==> src/rtl/dac8568_frame_writer.sv <==
// dac8568_frame_writer
//
// SPI frame generator for the DAC8568. Takes one {channel, code} word from a
// first-word-fall-through instruction queue and shifts out one 32-bit write
// frame MSB first. The DAC samples din on the falling edge of sclk. Also
// issues the one-shot internal-reference-enable frame (0x08000001) on request.
// A reference request has priority over queued data. A request seen while busy
// is remembered and serviced once, however many requests arrive meanwhile.
//
// Frame timing, with the acceptance edge at cycle T:
//   nsync low for T+1 .. T+64*CLK_DIV
//   GAP_CYC idle cycles, then one DONE cycle
//   DONE cycle pulses wr_done_out for data frames only
//   next word can be accepted in the cycle after DONE
//
// Parameters:
//   CHAN_W  channel index width (3 for the eight channels)
//   DATA_W  DAC code width; fixed at 16 by the device
//   CLK_DIV sclk half-period in clk_in cycles (>= 1)
//   GAP_CYC clk_in cycles nsync stays high after a frame (>= CLK_DIV+1)
//
// Ports:
//   clk_in      system clock
//   rst_in      asynchronous active-high reset
//   dv_in       queue output valid; chan_in/data_in hold until wr_done_out
//   chan_in     target channel
//   data_in     unsigned DAC code
//   ref_set_in  request internal-reference-enable frame (level or pulse)
//   rdy_out     high while idle and able to accept
//   nsync_out   frame select, active low
//   sclk_out    serial clock, idles high
//   din_out     serial data, MSB first
//   nldac_out   load DAC, active low
//   nclr_out    clear, active low; released on the first edge after reset
//   wr_done_out one-cycle pulse ending a data frame (queue read strobe)
//
// Build option:
//   DAC_LDAC_SYNC_EN  data frames write the input register only. nldac_out
//                     idles high and pulses low for CLK_DIV cycles at the
//                     start of the gap after each data frame. When undefined,
//                     data frames write-and-update and nldac_out is held low.
module dac8568_frame_writer #(
  parameter int CHAN_W  = 3,
  parameter int DATA_W  = 16,
  parameter int CLK_DIV = 2,
  parameter int GAP_CYC = 4
) (
  input  logic              clk_in,
  input  logic              rst_in,
  input  logic              dv_in,
  input  logic [CHAN_W-1:0] chan_in,
  input  logic [DATA_W-1:0] data_in,
  input  logic              ref_set_in,
  output logic              rdy_out,
  output logic              nsync_out,
  output logic              sclk_out,
  output logic              din_out,
  output logic              nldac_out,
  output logic              nclr_out,
  output logic              wr_done_out
);

  localparam int DIV_W = (CLK_DIV > 1) ? $clog2(CLK_DIV) : 1;
  localparam int GAP_W = (GAP_CYC > 1) ? $clog2(GAP_CYC) : 1;
  localparam logic [DIV_W-1:0] DIV_LAST = DIV_W'(CLK_DIV - 1);
  localparam logic [GAP_W-1:0] GAP_LAST = GAP_W'(GAP_CYC - 1);
  localparam logic [31:0] REF_FRAME = 32'h0800_0001;

`ifdef DAC_LDAC_SYNC_EN
  localparam logic [3:0]       DATA_CTRL  = 4'b0000;
  localparam logic             NLDAC_IDLE = 1'b1;
  localparam logic [GAP_W-1:0] LDAC_LAST  = GAP_W'(CLK_DIV - 1);
`else
  localparam logic [3:0]       DATA_CTRL  = 4'b0011;
  localparam logic             NLDAC_IDLE = 1'b0;
`endif

  typedef enum logic [1:0] {IDLE, SHIFT, GAP, DONE} state_t;

  state_t           state, state_n;
  logic [5:0]       half_cnt, half_n;
  logic [DIV_W-1:0] div_cnt, div_n;
  logic [GAP_W-1:0] gap_cnt, gap_n;
  logic [31:0]      shreg, shreg_n;
  logic             is_ref, is_ref_n;
  logic             ref_pend, ref_pend_n;
  logic             nsync_n, sclk_n, din_n, nldac_n, wr_done_n, rdy_n;
  logic             load;
  logic [31:0]      load_word;
  logic [31:0]      data_frame;

  assign data_frame = {4'b0000, DATA_CTRL, 1'b0, chan_in, data_in, 4'b0000};

  always_comb begin
    state_n    = state;
    half_n     = half_cnt;
    div_n      = div_cnt;
    gap_n      = gap_cnt;
    shreg_n    = shreg;
    is_ref_n   = is_ref;
    ref_pend_n = ref_pend | ref_set_in;
    nsync_n    = nsync_out;
    sclk_n     = sclk_out;
    din_n      = din_out;
    nldac_n    = nldac_out;
    wr_done_n  = 1'b0;
    load       = 1'b0;
    load_word  = '0;

    case (state)
      IDLE: begin
        if (rdy_out) begin
          if (ref_set_in || ref_pend) begin
            load       = 1'b1;
            load_word  = REF_FRAME;
            is_ref_n   = 1'b1;
            ref_pend_n = 1'b0;
          end else if (dv_in) begin
            load      = 1'b1;
            load_word = data_frame;
            is_ref_n  = 1'b0;
          end
        end
      end

      // half_cnt counts sclk half-periods: even = high phase, odd = low phase
      SHIFT: begin
        if (div_cnt == DIV_LAST) begin
          div_n = '0;
          if (half_cnt == 6'd63) begin
            state_n = GAP;
            gap_n   = '0;
            nsync_n = 1'b1;
            sclk_n  = 1'b1;
            din_n   = 1'b0;
`ifdef DAC_LDAC_SYNC_EN
            if (!is_ref) nldac_n = 1'b0;
`endif
          end else begin
            half_n = half_cnt + 6'd1;
            if (!half_cnt[0]) begin
              sclk_n = 1'b0;
            end else begin
              // next bit is presented together with the rising sclk edge
              sclk_n  = 1'b1;
              din_n   = shreg[31];
              shreg_n = {shreg[30:0], 1'b0};
            end
          end
        end else begin
          div_n = div_cnt + DIV_W'(1);
        end
      end

      GAP: begin
`ifdef DAC_LDAC_SYNC_EN
        if (gap_cnt == LDAC_LAST) nldac_n = 1'b1;
`endif
        if (gap_cnt == GAP_LAST) begin
          state_n   = DONE;
          wr_done_n = !is_ref;
        end else begin
          gap_n = gap_cnt + GAP_W'(1);
        end
      end

      DONE: state_n = IDLE;

      default: state_n = IDLE;
    endcase

    if (load) begin
      state_n = SHIFT;
      half_n  = '0;
      div_n   = '0;
      nsync_n = 1'b0;
      sclk_n  = 1'b1;
      din_n   = load_word[31];
      shreg_n = {load_word[30:0], 1'b0};
    end

    rdy_n = (state_n == IDLE);
  end

  always_ff @(posedge clk_in or posedge rst_in) begin
    if (rst_in) begin
      state       <= IDLE;
      half_cnt    <= '0;
      div_cnt     <= '0;
      gap_cnt     <= '0;
      is_ref      <= 1'b0;
      ref_pend    <= 1'b0;
      nsync_out   <= 1'b1;
      sclk_out    <= 1'b1;
      din_out     <= 1'b0;
      nldac_out   <= NLDAC_IDLE;
      wr_done_out <= 1'b0;
      rdy_out     <= 1'b0;
      nclr_out    <= 1'b0;
    end else begin
      state       <= state_n;
      half_cnt    <= half_n;
      div_cnt     <= div_n;
      gap_cnt     <= gap_n;
      is_ref      <= is_ref_n;
      ref_pend    <= ref_pend_n;
      nsync_out   <= nsync_n;
      sclk_out    <= sclk_n;
      din_out     <= din_n;
      nldac_out   <= nldac_n;
      wr_done_out <= wr_done_n;
      rdy_out     <= rdy_n;
      nclr_out    <= 1'b1;
    end
  end

  always_ff @(posedge clk_in) begin
    shreg <= shreg_n;
  end

endmodule

==> config.mk <==
export PLATFORM = sky130hd
export DESIGN_NAME = dac8568_frame_writer
export DESIGN_NICKNAME = d
export VERILOG_FILES = /design/src/rtl/dac8568_frame_writer.sv
export SDC_FILE = /design/constraint.sdc
export NUM_CORES = 1
export LEC_CHECK = 0
export ABC_AREA = 1
export CAP_MARGIN = 15
export CELL_PAD_IN_SITES_DETAIL_PLACEMENT = 1
export CELL_PAD_IN_SITES_GLOBAL_PLACEMENT = 1
export CORE_MARGIN = 10
export CORE_UTILIZATION = 48
export CTS_BUF_LIST = sky130_fd_sc_hd__clkbuf_4
export DETAILED_ROUTE_END_ITERATION = 12
export PLACE_DENSITY_LB_ADDON = 0.1
export SETUP_SLACK_MARGIN = 0.1
export SYNTH_ARGS = -nofsm -noshare
export SYNTH_HDL_FRONTEND = slang
export SYNTH_SLANG_ARGS = --single-unit
==> constraint.sdc <==
create_clock -name clk_in -period 7.6 [get_ports clk_in]
set_input_delay 1.52 -clock clk_in [delete_from_list [all_inputs] [get_ports clk_in]]
set_output_delay 1.52 -clock clk_in [all_outputs]
set_load 0.01 [all_outputs]
==> impl_metrics.xml <==
<?xml version="1.0" encoding="UTF-8"?>
<metrics>
  <group name="synthesis">
    <metric name="yosysUniqueCellTypes" unit="">28</metric>
    <metric name="syn_area" unit="sq um">2390</metric>
    <metric name="synth_largest_type_area_fraction" unit="">0.390</metric>
    <metric name="yosys.area_share.xor_xnor" unit="">0.0110</metric>
    <metric name="post_synth.cell_area_avg" unit="sq um">10.3</metric>
    <metric name="synth.mux.area_fraction" unit="">0</metric>
    <metric name="flops_latches_synth" unit="">50</metric>
    <metric name="yosysTopAreaCell" unit="">sky130_fd_sc_hd__edfxtp_1</metric>
    <metric name="synth_cells" unit="">232</metric>
    <metric name="synth_simple_gate_area_share" unit="">0.190</metric>
    <metric name="main_combinational_cell_family_by_area_after_synthesis" unit="">simple AND/OR/NAND/NOR gates</metric>
    <metric name="synth.top_cells.by_area" unit="">sky130_fd_sc_hd__edfxtp_1 (39%), sky130_fd_sc_hd__dfrtp_1 (18%), sky130_fd_sc_hd__nand2_1 (8.0%)</metric>
    <metric name="syn-num-nets" unit="">257</metric>
    <metric name="synth_compound_area_frac" unit="">0.0927</metric>
    <metric name="synth-adder-area-share" unit="">0.0105</metric>
    <metric name="yosysSeqAreaShare" unit="">0.590</metric>
    <metric name="synthesis.yosys.warnings" unit="">0</metric>
  </group>
  <group name="sta">
    <metric name="fmax" unit="GHz">0.294</metric>
    <metric name="final_hold_viol_count" unit="">0</metric>
    <metric name="grt_setup_unrepaired" unit="">false</metric>
    <metric name="worst_slew_margin_rel" unit="">0.450</metric>
    <metric name="min_period" unit="ns">3.40</metric>
    <metric name="finalClockSkew" unit="ns">0.00728</metric>
    <metric name="hold-worst-slack" unit="ns">0.442</metric>
    <metric name="setup_ws" unit="ns">4.20</metric>
    <metric name="period_share" unit="">0.447</metric>
    <metric name="setup_total_negative_slack" unit="ns">0</metric>
    <metric name="final-setup-viol-count" unit="">0</metric>
    <metric name="worst_max_slew_pin_slew" unit="ns">0.826</metric>
    <metric name="final-max-slew-violation-count" unit="">0</metric>
  </group>
  <group name="placed_design">
    <metric name="count_of_placed_standard_cells_including_taps" unit="">321</metric>
    <metric name="port_buffers" unit="">28</metric>
    <metric name="globalplace.congestion" unit="">0.777</metric>
    <metric name="detailed_place.area" unit="sq um">2690</metric>
    <metric name="post-place-ws" unit="ns">3.78</metric>
    <metric name="dp_hpwl" unit="microns">3350</metric>
  </group>
  <group name="power">
    <metric name="clock_power_share" unit="">0.138</metric>
    <metric name="pwr-share-comb" unit="">0.321</metric>
    <metric name="static_leak" unit="nW">1.26</metric>
    <metric name="ratio_of_total_power_to_cell_area" unit="nW/um^2">305</metric>
    <metric name="power" unit="uW">835</metric>
    <metric name="netSwitchingPower" unit="uW">291</metric>
    <metric name="switching_share" unit="">0.349</metric>
    <metric name="seqPwrFrac" unit="">0.541</metric>
    <metric name="internal_power" unit="uW">544</metric>
    <metric name="power.ir.vdd_worst" unit="uV">149</metric>
  </group>
  <group name="critical_path">
    <metric name="timing.critical_path.cells" unit="">clkdlybuf4s50_1, inv_1, a21oi_1, nor2_1, nor2_2, buf_4</metric>
    <metric name="cp-end-kind" unit="">register</metric>
    <metric name="worst-r2r-setup-slack" unit="ns">5.25</metric>
    <metric name="category_of_cells_accounting_for_the_largest_share_of_critical_path_delay" unit="">buffers and inverters</metric>
    <metric name="worstPathArrival" unit="ns">3.44</metric>
    <metric name="critical_path.max_stage_delay" unit="ns">0.64</metric>
    <metric name="worst_setup_path_start_kind" unit="">input port</metric>
    <metric name="critical_path.slowest_cell" unit="">sky130_fd_sc_hd__a21oi_1</metric>
    <metric name="worst-setup-path-type" unit="">in -&gt; reg</metric>
    <metric name="critPathMaxFanout" unit="">31</metric>
    <metric name="timing.critical_path.required" unit="ns">7.64</metric>
    <metric name="critical_path_buf_inv_count" unit="">3</metric>
  </group>
  <group name="route">
    <metric name="post-route-drc-count" unit="">0</metric>
    <metric name="vias_per_cell" unit="">4.84</metric>
    <metric name="drt.antenna.violating_nets" unit="">0</metric>
    <metric name="detail_route.iter0.violations" unit="">71</metric>
    <metric name="routed-via-count" unit="">1591</metric>
    <metric name="firstDrtPassIters" unit="">4</metric>
    <metric name="route.final.wire_length" unit="microns">4580</metric>
    <metric name="route.detailed.wl_per_inst" unit="microns">13.9</metric>
  </group>
  <group name="cells_and_area">
    <metric name="post_route_cells_drive_above_1_share" unit="">0.168</metric>
    <metric name="fin_cells" unit="">329</metric>
    <metric name="seq_area" unit="sq um">1410</metric>
    <metric name="area_delta_synth_final" unit="%">14.7</metric>
    <metric name="final_area" unit="sq um">2740</metric>
    <metric name="postLayoutCoreUtil" unit="">0.573</metric>
    <metric name="final.fill_count" unit="">551</metric>
    <metric name="layout.nets" unit="">286</metric>
    <metric name="multi_input_comb_area" unit="sq um">736</metric>
    <metric name="antenna-diode-count" unit="">0</metric>
  </group>
  <group name="grt">
    <metric name="grt_antenna_before_repair" unit="">0</metric>
    <metric name="grt_pass1_vias" unit="">1725</metric>
    <metric name="overflow" unit="">0</metric>
    <metric name="first_pass_grt_wire_length" unit="microns">8130</metric>
    <metric name="grt_util_all_layers" unit="">0.122</metric>
    <metric name="grt_max_degree" unit="">32</metric>
  </group>
  <group name="cts">
    <metric name="cts.hold.buffers_added" unit="">0</metric>
    <metric name="path_clk_slew" unit="ns">0.13</metric>
    <metric name="cts.repair.resized" unit="">0</metric>
    <metric name="clock_sink_count" unit="">50</metric>
    <metric name="number_of_cts_inserted_buffers" unit="">5</metric>
    <metric name="cts_max_path_buffers" unit="">2</metric>
    <metric name="cts_htree_levels" unit="">2</metric>
    <metric name="cts_tree" unit="">yes</metric>
    <metric name="clk_root_buffer_cell" unit="">sky130_fd_sc_hd__clkbuf_4</metric>
    <metric name="cts_post_setup_buffers_inserted" unit="">0</metric>
    <metric name="clock_insertion_delay_worst_skew" unit="ns">0.37</metric>
  </group>
  <group name="floorplan">
    <metric name="design.die.area" unit="sq um">8200</metric>
    <metric name="chipWidth" unit="microns">90.6</metric>
    <metric name="pin_count" unit="">30</metric>
    <metric name="placementRows" unit="">25</metric>
    <metric name="die-height" unit="microns">90.6</metric>
    <metric name="floorplan.core_area" unit="sq um">4790</metric>
    <metric name="effective_utilization_at_floorplan" unit="">0.499</metric>
  </group>
  <group name="worst_hold_path">
    <metric name="min_path_type" unit="">reg -&gt; reg</metric>
  </group>
  <group name="status">
    <metric name="run_status" unit="">completed</metric>
  </group>
  <group name="run">
    <metric name="cap_violations" unit="">0</metric>
  </group>
</metrics>
==> cell usage in the layout (no fill, tap or decap), drive strengths merged, types with 3 or more instances in the layout <==
master,count
nand2,56
inv,46
edfxtp,31
clkdlybuf4s50,28
o21ai,27
nor2,19
dfrtp,17
nand3,12
clkbuf,5
nand4,4
xor2,3
a21oi,3
clkinv,3
==> layout make-up <==
type | count | area share
Clock inverter | 3 | 0.00411
Sequential cell | 50 | 0.514
Clock buffer | 5 | 0.0137
Timing Repair Buffer | 29 | 0.105
Multi-Input combinational cell | 129 | 0.268
Tap cell | 67 | 0.0306
Inverter | 46 | 0.0639
==> routing by layer <==
layer	vias up	wire, microns	global-route usage
li1	789	-	-
met1	766	2040	0.144
met2	30	2250	0.203
met3	6	213	0.0349
met4	0	76	0.0477
met5	-	0	0
==> worst register-to-register path: cells and delay by family, from the launching register on <==
family	cells	cell delay (ns)
simple gates	3	0.40
buf+inv	2	0.50
flops	1	0.46
compound gates	1	0.65
==> Yosys cell counts <==
| cell type | number |
|---|---|
| sky130_fd_sc_hd__nand2_1 | 51 |
| sky130_fd_sc_hd__inv_1 | 42 |
| sky130_fd_sc_hd__edfxtp_1 | 31 |
| sky130_fd_sc_hd__o21ai_2 | 19 |
| sky130_fd_sc_hd__dfrtp_1 | 17 |
| sky130_fd_sc_hd__nor2_1 | 17 |
| sky130_fd_sc_hd__nand3_1 | 8 |
| sky130_fd_sc_hd__o21ai_1 | 6 |
| sky130_fd_sc_hd__buf_4 | 4 |
| sky130_fd_sc_hd__nand4_1 | 4 |
| sky130_fd_sc_hd__a21oi_1 | 3 |
| sky130_fd_sc_hd__inv_2 | 3 |
| sky130_fd_sc_hd__nand2_2 | 3 |
| sky130_fd_sc_hd__xor2_1 | 3 |
| sky130_fd_sc_hd__buf_6 | 2 |
| sky130_fd_sc_hd__conb_1 | 2 |
| sky130_fd_sc_hd__dfstp_2 | 2 |
| sky130_fd_sc_hd__ha_1 | 2 |
| sky130_fd_sc_hd__nand3_2 | 2 |
| sky130_fd_sc_hd__nand3_4 | 2 |
| sky130_fd_sc_hd__o21ai_0 | 2 |
| sky130_fd_sc_hd__buf_12 | 1 |
| sky130_fd_sc_hd__inv_4 | 1 |
| sky130_fd_sc_hd__nand2_4 | 1 |
| sky130_fd_sc_hd__nand2_8 | 1 |
| sky130_fd_sc_hd__nor2_2 | 1 |
| sky130_fd_sc_hd__nor2_4 | 1 |
| sky130_fd_sc_hd__nor3_2 | 1 |
==> power by group through the flow <==
stage	sequential, mW	clock (mW)	combinational (mW)
2_1_floorplan	0.454	0	0.185
3_3_place_gp	0.456	0	0.260
3_5_place_dp	0.459	0	0.273
4_1_cts	0.453	0.121	0.276
5_1_grt	0.463	0.134	0.310
6_report	0.452	0.115	0.268
==> registers in the layout, indices dropped and copies added (netlist names) <==
register,cells
shreg,31
half_cnt,6
gap_cnt,2
state,2
din_out,1
div_cnt,1
is_ref,1
nclr_out,1
nsync_out,1
rdy_out,1
ref_pend,1
sclk_out,1
wr_done_out,1
==> cell families after synthesis <==
family	after synthesis
buffers and inverters	53
AO/OA/AOI/OAI	30
XOR/XNOR	3
flip-flops	50
adder cells (fa/ha/maj)	2
other	2
AND/OR/NAND/NOR	92
==> path summary, 6_finish.rpt <==
path | start | endpoint | depth (start not counted)
worst max-delay path | dv_in | shreg[8] | 6
worst min-delay path | is_ref | wr_done_out | 1
worst max register to register | state[0] | shreg[8] | 6
worst min register to register | is_ref | wr_done_out | 1
max in group asynchronous | rst_in | ref_pend | 2
min in group asynchronous | rst_in | din_out | 2
Power figures use the tool's default switching activity.
